$ cat src/rtl/seg7_scan_ctrl.sv
// Multiplexed seven-segment controller: sequential shift-add-3 binary to BCD
// over a load/busy handshake, digit scanning with leading-zero blanking and
// overflow dashes, plus a push-button debouncer with a one-cycle press pulse.
//
// Ports:
//   clk, rst_n       clock, asynchronous active-low reset
//   value/value_load binary value and load request (taken only when idle)
//   lzb              leading-zero blanking enable (applied live)
//   button           raw push-button, active-high
//   busy             conversion in progress
//   btn_press        one-cycle pulse per debounced press
//   seg              segments g..a, active-low (registered)
//   an               digit enables, active-low one-hot (registered)
module seg7_scan_ctrl #(
    parameter int DIGITS       = 4,
    parameter int VALUE_W      = 16,
    parameter int REFRESH_DIV  = 500000,
    parameter int DEBOUNCE_CYC = 650000
) (
    input  logic               clk,
    input  logic               rst_n,
    input  logic [VALUE_W-1:0] value,
    input  logic               value_load,
    input  logic               lzb,
    input  logic               button,
    output logic               busy,
    output logic               btn_press,
    output logic [6:0]         seg,
    output logic [DIGITS-1:0]  an
);

    localparam int BW  = 4 * DIGITS;
    localparam int SCW = $clog2(VALUE_W);
    localparam int RW  = $clog2(REFRESH_DIV);
    localparam int PW  = (DIGITS > 1) ? $clog2(DIGITS) : 1;
    localparam int DW  = $clog2(DEBOUNCE_CYC + 1);

    localparam logic [6:0] SEG_DASH  = 7'b0111111;
    localparam logic [6:0] SEG_BLANK = 7'b1111111;

    function automatic logic [31:0] pow10(input int n);
        logic [31:0] r;
        r = 32'd1;
        for (int i = 0; i < n; i++) r = r * 32'd10;
        return r;
    endfunction

    localparam logic [31:0] MAX_DEC = pow10(DIGITS) - 32'd1;

    function automatic logic [6:0] dec7(input logic [3:0] d);
        logic [6:0] s;
        case (d)
            4'd0:    s = 7'b1000000;
            4'd1:    s = 7'b1111001;
            4'd2:    s = 7'b0100100;
            4'd3:    s = 7'b0110000;
            4'd4:    s = 7'b0011001;
            4'd5:    s = 7'b0010010;
            4'd6:    s = 7'b0000010;
            4'd7:    s = 7'b1111000;
            4'd8:    s = 7'b0000000;
            4'd9:    s = 7'b0010000;
            default: s = SEG_BLANK;
        endcase
        return s;
    endfunction

    // ---------------- conversion FSM ----------------
    typedef enum logic {IDLE, SHIFT} state_t;

    state_t             state, state_nx;
    logic [VALUE_W-1:0] sh, sh_nx;
    logic [BW-1:0]      bcd, bcd_nx, bcd_adj;
    logic [SCW-1:0]     step, step_nx;
    logic               ovf_pend, ovf_pend_nx;
    logic [BW-1:0]      disp, disp_nx;
    logic               disp_ovf, disp_ovf_nx;

    always_ff @(posedge clk or negedge rst_n) begin
        if (!rst_n) begin
            state    <= IDLE;
            sh       <= '0;
            bcd      <= '0;
            step     <= '0;
            ovf_pend <= 1'b0;
            disp     <= '0;
            disp_ovf <= 1'b0;
        end else begin
            state    <= state_nx;
            sh       <= sh_nx;
            bcd      <= bcd_nx;
            step     <= step_nx;
            ovf_pend <= ovf_pend_nx;
            disp     <= disp_nx;
            disp_ovf <= disp_ovf_nx;
        end
    end

    always_comb begin
        bcd_adj = bcd;
        for (int i = 0; i < DIGITS; i++) begin
            if (bcd[4*i +: 4] >= 4'd5)
                bcd_adj[4*i +: 4] = bcd[4*i +: 4] + 4'd3;
        end

        state_nx    = state;
        sh_nx       = sh;
        bcd_nx      = bcd;
        step_nx     = step;
        ovf_pend_nx = ovf_pend;
        disp_nx     = disp;
        disp_ovf_nx = disp_ovf;

        case (state)
            IDLE: begin
                if (value_load) begin
                    sh_nx       = value;
                    bcd_nx      = '0;
                    step_nx     = '0;
                    ovf_pend_nx = (32'(value) > MAX_DEC);
                    state_nx    = SHIFT;
                end
            end
            SHIFT: begin
                sh_nx   = {sh[VALUE_W-2:0], 1'b0};
                // carries out of the top nibble are dropped; ovf covers them
                bcd_nx  = {bcd_adj[BW-2:0], sh[VALUE_W-1]};
                step_nx = step + 1'b1;
                // the last shift and the commit share one edge
                if (step == SCW'(VALUE_W - 1)) begin
                    disp_nx     = bcd_nx;
                    disp_ovf_nx = ovf_pend;
                    state_nx    = IDLE;
                end
            end
            default: state_nx = IDLE;
        endcase
    end

    assign busy = (state == SHIFT);

    // ---------------- scan ----------------
    logic [RW-1:0] rcnt;
    logic [PW-1:0] p;

    always_ff @(posedge clk or negedge rst_n) begin
        if (!rst_n) begin
            rcnt <= '0;
            p    <= PW'(DIGITS - 1);
        end else if (rcnt == RW'(REFRESH_DIV - 1)) begin
            rcnt <= '0;
            p    <= (p == '0) ? PW'(DIGITS - 1) : p - 1'b1;
        end else begin
            rcnt <= rcnt + 1'b1;
        end
    end

    // hi_zero[i]: nibble i and every nibble above it are zero
    logic [DIGITS-1:0] hi_zero;
    logic              zacc;
    logic [3:0]        nib;
    logic              nib_hz;
    logic [6:0]        seg_nx;
    logic [DIGITS-1:0] an_nx;

    always_comb begin
        hi_zero = '0;
        zacc    = 1'b1;
        for (int i = DIGITS - 1; i >= 0; i--) begin
            zacc       = zacc & (disp[4*i +: 4] == 4'd0);
            hi_zero[i] = zacc;
        end

        nib    = 4'd0;
        nib_hz = 1'b0;
        for (int i = 0; i < DIGITS; i++) begin
            if (p == PW'(i)) begin
                nib    = disp[4*i +: 4];
                nib_hz = hi_zero[i];
            end
        end

        if (disp_ovf)
            seg_nx = SEG_DASH;
        else if (lzb && (p != '0) && nib_hz)
            seg_nx = SEG_BLANK;
        else
            seg_nx = dec7(nib);

        an_nx = ~(DIGITS'(1) << p);
    end

    always_ff @(posedge clk or negedge rst_n) begin
        if (!rst_n) begin
            seg <= SEG_BLANK;
            an  <= '1;
        end else begin
            seg <= seg_nx;
            an  <= an_nx;
        end
    end

    // ---------------- debounce ----------------
    logic          sync1, sync2, db;
    logic [DW-1:0] dcnt;

    always_ff @(posedge clk or negedge rst_n) begin
        if (!rst_n) begin
            sync1     <= 1'b0;
            sync2     <= 1'b0;
            db        <= 1'b0;
            dcnt      <= '0;
            btn_press <= 1'b0;
        end else begin
            sync1 <= button;
            sync2 <= sync1;
            if (sync2 != db) begin
                if (dcnt == DW'(DEBOUNCE_CYC)) begin
                    db        <= sync2;
                    dcnt      <= '0;
                    btn_press <= sync2;
                end else begin
                    dcnt      <= dcnt + 1'b1;
                    btn_press <= 1'b0;
                end
            end else begin
                dcnt      <= '0;
                btn_press <= 1'b0;
            end
        end
    end

endmodule

$ cat config.mk
export PLATFORM = sky130hd
export DESIGN_NAME = seg7_scan_ctrl
export DESIGN_NICKNAME = d
export VERILOG_FILES = /design/src/rtl/seg7_scan_ctrl.sv
export SDC_FILE = /design/constraint.sdc
export NUM_CORES = 1
export LEC_CHECK = 0
export ABC_AREA = 1
export BUFFER_PORTS_ARGS = -buffer_cell sky130_fd_sc_hd__buf_2
export CAP_MARGIN = 20
export CORE_ASPECT_RATIO = 2
export CORE_MARGIN = 4
export CORE_UTILIZATION = 55
export DETAILED_ROUTE_END_ITERATION = 12
export GPL_TIMING_DRIVEN = 0
export PLACE_DENSITY_LB_ADDON = 0.05
export SLEW_MARGIN = 20
export SYNTH_ARGS = -nofsm -noshare
export SYNTH_HDL_FRONTEND = slang
export SYNTH_SLANG_ARGS = --single-unit
$ cat constraint.sdc
create_clock -name clk -period 2.3 [get_ports clk]
set_input_delay 0.115 -clock clk [delete_from_list [all_inputs] [get_ports clk]]
set_output_delay 0.115 -clock clk [all_outputs]
set_load 0.01 [all_outputs]
== After elaboration in Yosys (flattened, before gate mapping) ==
Memory sizes are Yosys's and may differ from the RTL's.
Index checks and enable logic that the tools add are counted.
W data, S select, Z words.

* Add/sub/neg operators: 8
* Order comparisons: 5
* Eq/ne operators: 8
* Shift operators: 1
* Mux-type cells: 29
* Bitwise logic cells: 5
* Reductions and logical operators: 11

{| class="wikitable"
|+ Operators with widths
! cell !! number
|-
| $pmux W16 S2 || 2
|-
| $mux W20 || 2
|-
| $mux W16 || 2
|-
| $mux W4 || 8
|-
| $add A20 B1 Y20 const B || 1
|-
| $eq A20 B20 Y1 const B || 1
|-
| $add A19 B1 Y19 const B || 1
|-
| $eq A19 B19 Y1 const B || 1
|-
| $mux W19 || 1
|-
| $ge A4 B3 Y1 const B || 4
|-
| $gt A16 B14 Y1 const B || 1
|-
| $logic_not A4 Y1 || 4
|-
| $mux W7 || 2
|-
| $add A4 B2 Y4 const B || 3
|-
| $mux W1 || 8
|-
| $pmux W4 S2 || 1
|-
| $reduce_and A2 Y1 || 3
|-
| $add A4 B1 Y4 const B || 1
|-
| $eq A2 B2 Y1 const B || 2
|-
| $eq A4 B4 Y1 const B || 1
|-
| $not A4 Y4 || 1
|-
| $shl A1 B2 Y4 const A || 1
|-
| $add A3 B2 Y3 const B || 1
|-
| $and A1 B1 Y1 || 3
|-
| other kinds (11) || 12
|}

* Register bits after elaboration: 111
* Bits in read-only memories: 112
* Bits of input ports: 21
* Word-level logic and storage cells: 84
* Memories: 1

{| class="wikitable"
|+ Memories
! name !! words !! width !! read ports !! clocked after Yosys merged registers in !! wr ports !! line !! RTL
|-
| (name not given) || 16 || 7 || 1 || 0 || 0 || 52 || <nowiki>case (d)</nowiki>
|}

== Depth between registers and ports, before layout ==
Gate-level depths: netlist of the first run.

* Word-level depth: 11
* Gate-level depth with buffers: 13
* Mapped depth without buffers: 13

== Worst setup path after synthesis of the first run ==
No wires, ideal clock.

* Path type: reg2reg
* Start point: register p[0]
* End point: register seg[0]
* Library setup time: 0.089 ns
* Arrival time: 1.992 ns
* Required time: 2.211 ns
* Path slack: 0.220 ns
* Cell stages (with the launch flop): 11
* Clock period less this slack: 2.080 ns
* Cell sequence: dfstp_2 -> inv_1 -> ha_1 -> a21oi_1 -> nand2_1 -> a21boi_0 -> inv_1 -> ha_1 -> nand3b_1 -> nand3_1 -> nand4_1

* Longest elaborated chain between the ends: 8
* Elaborated cells on any way between the ends: 18
* Those cells by class: eq/ne: 3; mux: 10; reduce/logical: 4; memory: 1

{| class="wikitable"
|+ RTL lines
! item !! line !! RTL
|-
| start: declaration || 144 || <nowiki>logic [PW-1:0] p;</nowiki>
|-
| start signal: assignment || 149 || <nowiki>p <= PW'(DIGITS - 1);</nowiki>
|-
| start signal: assignment || 152 || <nowiki>p <= (p == '0) ? PW'(DIGITS - 1) : p - 1'b1;</nowiki>
|-
| $logic_not A2 Y1 || 177 || <nowiki>if (p == PW'(i)) begin</nowiki>
|-
| $mux W4 or $mux W1 (tied branches) (4 in a row) || 177 ||
|-
| $mem_v2 Z16 W7 or $logic_and A1 B1 Y1 (tied branches) || n/a ||
|-
| $mux W7 * || 185 || <nowiki>else if (lzb && (p != '0) && nib_hz)</nowiki>
|-
| $mux W7 * || 183 || <nowiki>if (disp_ovf)</nowiki>
|-
| net seg_nx[0] || 163 || <nowiki>logic [6:0] seg_nx;</nowiki>
|-
| end signal: assignment || 198 || <nowiki>seg <= seg_nx;</nowiki>
|-
| end: declaration || 28 || <nowiki>output logic [6:0] seg,</nowiki>
|}

Mark *: on every way through the listed nets, which the timed path passes. The rest lies on a longest branch.
A chain may end at the register's enable or synchronous reset.

== Worst setup path after layout of the first run ==
* Start point: register p[1]
* End point: register seg[0]

The elaborated chain is that of the path after synthesis.

==> results of run 1 <==
-- sequential cells by signal, indices dropped and copies added (netlist names), 2 cells and up --
| name | cells |
|---|---|
| an | 4 |
| bcd | 16 |
| dcnt | 20 |
| disp | 16 |
| p | 2 |
| rcnt | 19 |
| seg | 7 |
| sh | 16 |
| step | 4 |
-- per-stage QoR --
step	hold WS [ps]	power, W
final	1.56	0.00638
after CTS	0.0374	0.00642
after floorplan	-181	0.00421
after global placement	223	0.00469
after global routing	8.15	0.00685
after detailed placement	78.8	0.00483
-- Yosys cell counts, drive strengths merged, types with 6 or more instances --
cell type | n | area [sq um]
a21oi | 17 | 96.4
buf | 8 | 40.0
dfrtp | 98 | 2450
dfstp | 13 | 342
ha | 21 | 263
inv | 96 | 360
nand2 | 164 | 643
nand3 | 48 | 255
nand4 | 19 | 125
nor2 | 69 | 303
nor3 | 27 | 165
o211ai | 6 | 45.0
o21ai | 47 | 235
o22ai | 12 | 75.1
xor2 | 21 | 184
-- layer usage --
| metal | share of wire, % | up-vias | wire [um] | GRT usage, % |
|---|---|---|---|---|
| met2 | 56 | 96 | 6960 | 40.6 |
| met5 | 0 | - | 0 | 0 |
| met3 | 2.8 | 38 | 348 | 3.18 |
| li1 | - | 2360 | - | - |
| met1 | 38 | 2272 | 4650 | 23.8 |
| met4 | 3.6 | 0 | 442 | 9.91 |
-- worst register-to-register path, stage by stage (launching register included) --
cell,delay (ps)
dfstp_2,560
inv_1,60
ha_1,260
inv_2,120
nand3_1,70
nand2_1,90
nand2_1,60
nand2_1,140
inv_1,130
ha_1,210
nand3b_1,170
nand3_1,90
nand4_1,80
-- placed cells by master, fill, tap and decap left out, types with 5 or more instances in the layout --
cell           netlist  layout
nand2_2              8       8
nand4_1             18      18
xor2_1              21      21
clkbuf_16            0       9
ha_1                21      21
nor2_2               5       5
o22ai_1             12      12
o211ai_1             6       6
nor3_1              21      21
nor2_1              61      61
dlygate4sd3_1        0       9
a21oi_1             16      16
o21ai_0             42      42
dfstp_2             13      13
nor3_2               6       6
nand2_1            155     155
inv_1               94      94
nand3_1             45      45
o21ai_1              5       5
dfrtp_1             98      98
buf_2                5      37
-- repair_timing --
item,CTS,global route
hold buffers,9,0
gates resized for setup,1,2
endpoints found under the hold margin,43,0
setup endpoints to repair,5,5
cloned,0,0
-- cell families (layout without fill, tap and decap cells) --
family / Yosys count / count (layout) / share of synthesized area, %
AND/OR/NAND/NOR: 335 / 335 / 27.0
AO/OA/AOI/OAI: 93 / 93 / 9.29
adder cells (fa/ha/maj): 21 / 21 / 4.55
flip-flops: 111 / 111 / 48.3
buffers and inverters: 108 / 167 / 7.19
XOR/XNOR: 24 / 24 / 3.64
-- worst min path at each step --
stage | start | endpoint | slack (ps) | cells past startpoint
global route | value[2] | sh[2]$_DFFE_PN0P_ | 8 | 3
finish | value[2] | sh[2]$_DFFE_PN0P_ | 2 | 3
detailed placement | rst_n | rcnt[14]$_DFF_PN0_ | 80 | 1
CTS | value[2] | sh[2]$_DFFE_PN0P_ | 0.04 | 3
global placement | button | sync1$_DFF_PN0_ | 220 | 1
floorplan | rst_n | bcd[0]$_DFFE_PN0P_ | -180 | 0
-- where the power goes --
part           switching (W)  internal [W]
clock               0.000694      0.000875
sequential          0.000301       0.00249
combinational        0.00127      0.000750
-- cell type report --
class                   count  area (sq um)
repair buffers             43           289
well taps                 135           169
flip-flops and latches    111          2790
plain buffers              11          51.3
inverters                  97           364
clock inverters             5          56.3
multi-input cells         473          2580
fillers                   900          3670
clock buffers              11           243
==> flow_summary_export.csv, run 1 <==
group,metric,value,unit
run_status,status,"complete, no violations",
pwr,cellPowerDensity,974,nW/um^2
clocking,htree_num_levels,3,
min_path,worstHoldPathType,"in2reg",
global_routing,grt_pass1_vias,4851,
setup_path,crit_start,"p[1]$_DFFE_PN1N_",
final_layout,final_layout_size_suffix_gt1_share,13.3,%
synth,synth_cells,692,
synth,synth_nets,734,
setup_path,worstSetupPathDepth,12,
routing,route.detailed.drc,0,
timing,tightest_slew,612,ps
die,die_w,80.5,um
clocking,cts-root-buf,"clkbuf_16",
timing,grt_setup_unrepaired,"false",
clocking,cts_buffer_depth,2,
synth,ys_types,42,
global_routing,antenna_found_initial,0,
setup_path,crit_buf_inv,3,
setup_path,r2r_end,"seg[0]$_DFF_PN1_",
synth,synth_edf_count,0,
clocking,path_clk_slew,70,ps
setup_path,rr_worst_depth,12,
final_layout,antennaDiodeCount,0,
timing,setup_tns,0,ps
setup_path,worst_r2r_startpoint,"p[1]$_DFFE_PN1N_",
die,initial_utilization,56.6,%
job,maxCapViolations,0,
final_layout,fin_util,64.1,%
routing,initialDrtViolationCount,209,
synth,syn_avg_cell_area,8.35,sq um
final_layout,fin_nets,788,
pwr,p_leak,3.15,nW
synth,syn_area,5780,sq um
setup_path,end_kind,"flip-flop",
synth,ys_seq_area_share,48.3,%
global_routing,grtUsageTotal,22.0,%
clocking,cts_buffers,9,
placement,finalWeightedCongestion,0.901,
synth,synth_warnings,0,
clocking,cts_sinks,111,
placement,hpwl,9410,um
timing,setup_viol,0,
routing,ant_nets,0,
placement,place_ws,-92.0,ps
placement,dpl.cell_count,861,
synth,synthArstFlopShare,100,%
setup_path,worstPathArrival,2360,ps
setup_path,cp-start-kind,"flip-flop",
final_layout,stdcell_count,886,
die,num_rows,52,
clocking,cts_setup_buffers,0,
setup_path,cp_cell_sequence,"inv_1 -> ha_1 -> inv_2 -> nand3_1 -> nand2_1 -> nand2_1 -> nand2_1 -> inv_1 -> ha_1 -> nand3b_1 -> nand3_1 -> nand4_1",
setup_path,r2r_slack,200,ps
global_routing,grt_max_degree,64,
routing,vias,4766,
die,die_area,12300,sq um
setup_path,crit_top_cell,"nand2_1",
setup_path,cp_data_required_time,2560,ps
timing,max_freq,0.477,GHz
timing,fin_worst_skew,9.23,ps
timing,drv_slew,0,
synth,ys.flop_type,"dfrtp_1",
placement,port_buffers,33,
setup_path,crit_family,"simple AND/OR/NAND/NOR gates",
timing,period_share,91.2,%
routing,wl,12400,um
setup_path,cpPeakStageDelay,560,ps
timing,hold_violations,0,
setup_path,crit_slowest_cell,"dfstp_2",
placement,place_area,6150,sq um
die,core-area,10200,sq um
final_layout,design_area,6550,sq um
global_routing,grt_pass1_wl,21500,um
die,top_level_ports,34,
routing,routedWlPerCell,14.0,um
setup_path,critPathMaxFanout,6,
pwr,ir_worst_vdd,0.569,mV
die,fp.dieH,153,um
clocking,cts_tree,"built",
timing,max_slew_margin,58.9,%
global_routing,overflow,0,
synth,ys_ff_latch,111,
routing,avgViaCountPerCell,5.38,
timing,fin_ws,202,ps
final_layout,synthToLayoutAreaGrowth,13.3,%
setup_path,path_class,"reg2reg",
routing,first_pass_iters,5,
setup_path,crit_end,"seg[0]$_DFF_PN1_",
timing,fin_crit,2100,ps
clocking,clock_latency,350,ps
(Power assumes the default switching activity.)
==> run 2: changes to the inputs <==
- CTS_BUF_LIST: not set -> sky130_fd_sc_hd__clkbuf_16
==> run 2 against run 1 <==
Via count about the same. Final cell count up 0.11%. Sequential power about the same. Register-to-register slack about the same. Sequential share of layout area unchanged. Non-clock buffer count up 1. Highest routed layer unchanged. Largest cell class unchanged. Largest power group unchanged. Critical path depth unchanged. Wire length down 0.23%. Worst hold slack better by 5.8 ps.
==> flow_summary_export.csv, run 2 (synthesized netlist as in run 1, its figures left out) <==
group,metric,value,unit
clocking,htree_num_levels,3,
pwr,cellPowerDensity,968,nW/um^2
final_layout,seqCellArea,2790,sq um
placement,finalWeightedCongestion,0.901,
die,core-area,10200,sq um
pwr,ir_worst_vdd,0.569,mV
final_layout,stdcell_count,887,
pwr,power,0.00634,W
final_layout,multiInputGateArea,2580,sq um
final_layout,layout_common_cells,"nand2_1, dfrtp_1, inv_1",
clocking,path_clk_slew,70,ps
timing,fin_crit,2100,ps
placement,dpl.cell_count,861,
run_status,status,"complete, no violations",
routing,dr_wl_met3,378,um
min_path,worstHoldPathType,"in2reg",
setup_path,cp-start-kind,"flip-flop",
final_layout,design_area,6550,sq um
setup_path,end_kind,"flip-flop",
pwr,p_sw,0.00226,W
setup_path,path_class,"reg2reg",
setup_path,crit_slowest_cell,"dfstp_2",
final_layout,n_fill_cell,900,
global_routing,antenna_found_initial,0,
setup_path,crit_top_cell,"nand2_1",
routing,route.detailed.drc,0,
routing,initialDrtViolationCount,261,
final_layout,fin_nets,789,
pwr,pwr-share-seq,44.1,%
final_layout,final_common_cell,"nand2_1",
global_routing,grtUsageTotal,22.0,%
routing,top_layer_used,"met4",
die,die_area,12300,sq um
placement,port_buffers,33,
clocking,cts_sinks,111,
timing,setup_viol,0,
setup_path,crit_family,"simple AND/OR/NAND/NOR gates",
die,fp.dieH,153,um
timing,hold_violations,0,
setup_path,cp_cell_sequence,"inv_1 -> ha_1 -> inv_2 -> nand3_1 -> nand2_1 -> nand2_1 -> nand2_1 -> inv_1 -> ha_1 -> nand3b_1 -> nand3_1 -> nand4_1",
final_layout,antennaDiodeCount,0,
global_routing,grt_max_degree,64,
pwr,swShare,35.6,%
routing,routedWlPerCell,13.9,um
setup_path,cpPeakStageDelay,560,ps
placement,place_area,6150,sq um
setup_path,cp_data_required_time,2560,ps
routing,first_pass_iters,5,
timing,fin_worst_skew,9.23,ps
clocking,clock_latency,350,ps
timing,setup_tns,0,ps
routing,m1WireLength,4600,um
timing,grt_setup_unrepaired,"false",
setup_path,crit_buf_inv,3,
routing,dr_wl_met2,6940,um
global_routing,overflow,0,
clocking,cts_tree,"built",
placement,hpwl,9410,um
timing,max_slew_margin,58.9,%
clocking,cts-root-buf,"clkbuf_16",
final_layout,largest_reg_flops,20,
routing,ant_nets,0,
timing,max_freq,0.476,GHz
die,die_w,80.5,um
routing,wl,12400,um
global_routing,grt_pass1_wl,21600,um
pwr,power_frac_comb,31.9,%
pwr,internal_power,0.00408,W
final_layout,final_layout_size_suffix_gt1_share,13.2,%
die,num_rows,52,
setup_path,worstPathArrival,2360,ps
routing,avgViaCountPerCell,5.37,
timing,drv_slew,0,
final_layout,top_register,"dcnt",
die,initial_utilization,56.6,%
timing,tightest_slew,612,ps
timing,period_share,91.3,%
global_routing,grt_pass1_vias,4844,
setup_path,critPathMaxFanout,6,
clocking,cts_buffer_depth,2,
die,top_level_ports,34,
job,maxCapViolations,0,
clocking,cts_buffers,9,
clocking,cts_setup_buffers,0,
timing,whs,7.37,ps
pwr,p_leak,3.16,nW
pwr,clockPowerShare,24.1,%
final_layout,synthToLayoutAreaGrowth,13.3,%
final_layout,top_regs,"dcnt x20, rcnt x19",
routing,vias,4764,
run 2: what timing repair did:
item / 4_1_cts / 5_1_grt
setup endpoints to repair: 5 / 5
gates cloned: 0 / 0
hold endpoints to repair: 44 / 0
hold buffers: 10 / 0
resized for setup: 1 / 2
run 2: layout make-up:
cell class / count / area share, %
Sequential cell: 111 / 42.7
Multi-Input combinational cell: 473 / 39.4
Inverter: 97 / 5.56
Timing Repair Buffer: 44 / 4.57
Clock buffer: 9 / 3.44
Tap cell: 135 / 2.58
Clock inverter: 7 / 0.975
Buffer: 11 / 0.783
run 2: final timing paths:
check | start | endpoint | slack, ps | cells after the start
max reg2reg | p[1]$_DFFE_PN1N_ | seg[0]$_DFF_PN1_ | 200 | 12
max in group asynchronous | rst_n | sh[9]$_DFFE_PN0P_ | 1370 | 3
min | value[1] | sh[1]$_DFFE_PN0P_ | 7 | 3
min reg2reg | sync1$_DFF_PN0_ | sync2$_DFF_PN0_ | 350 | 0
max | p[1]$_DFFE_PN1N_ | seg[0]$_DFF_PN1_ | 200 | 12
min in group asynchronous | rst_n | rcnt[14]$_DFF_PN0_ | 270 | 2
run 2: power by group through the flow:
| stage | Combinational [W] | Sequential (W) | Clock [W] |
|---|---|---|---|
| global route | 0.00232 | 0.00285 | 0.00164 |
| finish | 0.00202 | 0.00279 | 0.00153 |
| detailed placement | 0.00200 | 0.00283 | 0 |
| CTS | 0.00203 | 0.00279 | 0.00156 |
| global placement | 0.00189 | 0.00280 | 0 |
| floorplan | 0.00142 | 0.00278 | 0 |
run 2: worst min-delay path, stage by stage:
cell	delay (ps)
buf_2	70
nand2_1	60
o221ai_1	60
run 2: layer usage:
layer / vias up / track usage (%)
li1: 2361 / -
met1: 2262 / 24.0
met2: 101 / 40.5
met3: 40 / 3.18
met4: 0 / 9.91
met5: - / 0
run 2: through the flow:
stage	util [%]	worst slack, ps
global placement	59.8	-131
floorplan	-	220
finish	64.1	201
CTS	64.0	40.6
global route	64.1	13.5
detailed placement	60.2	-92.0
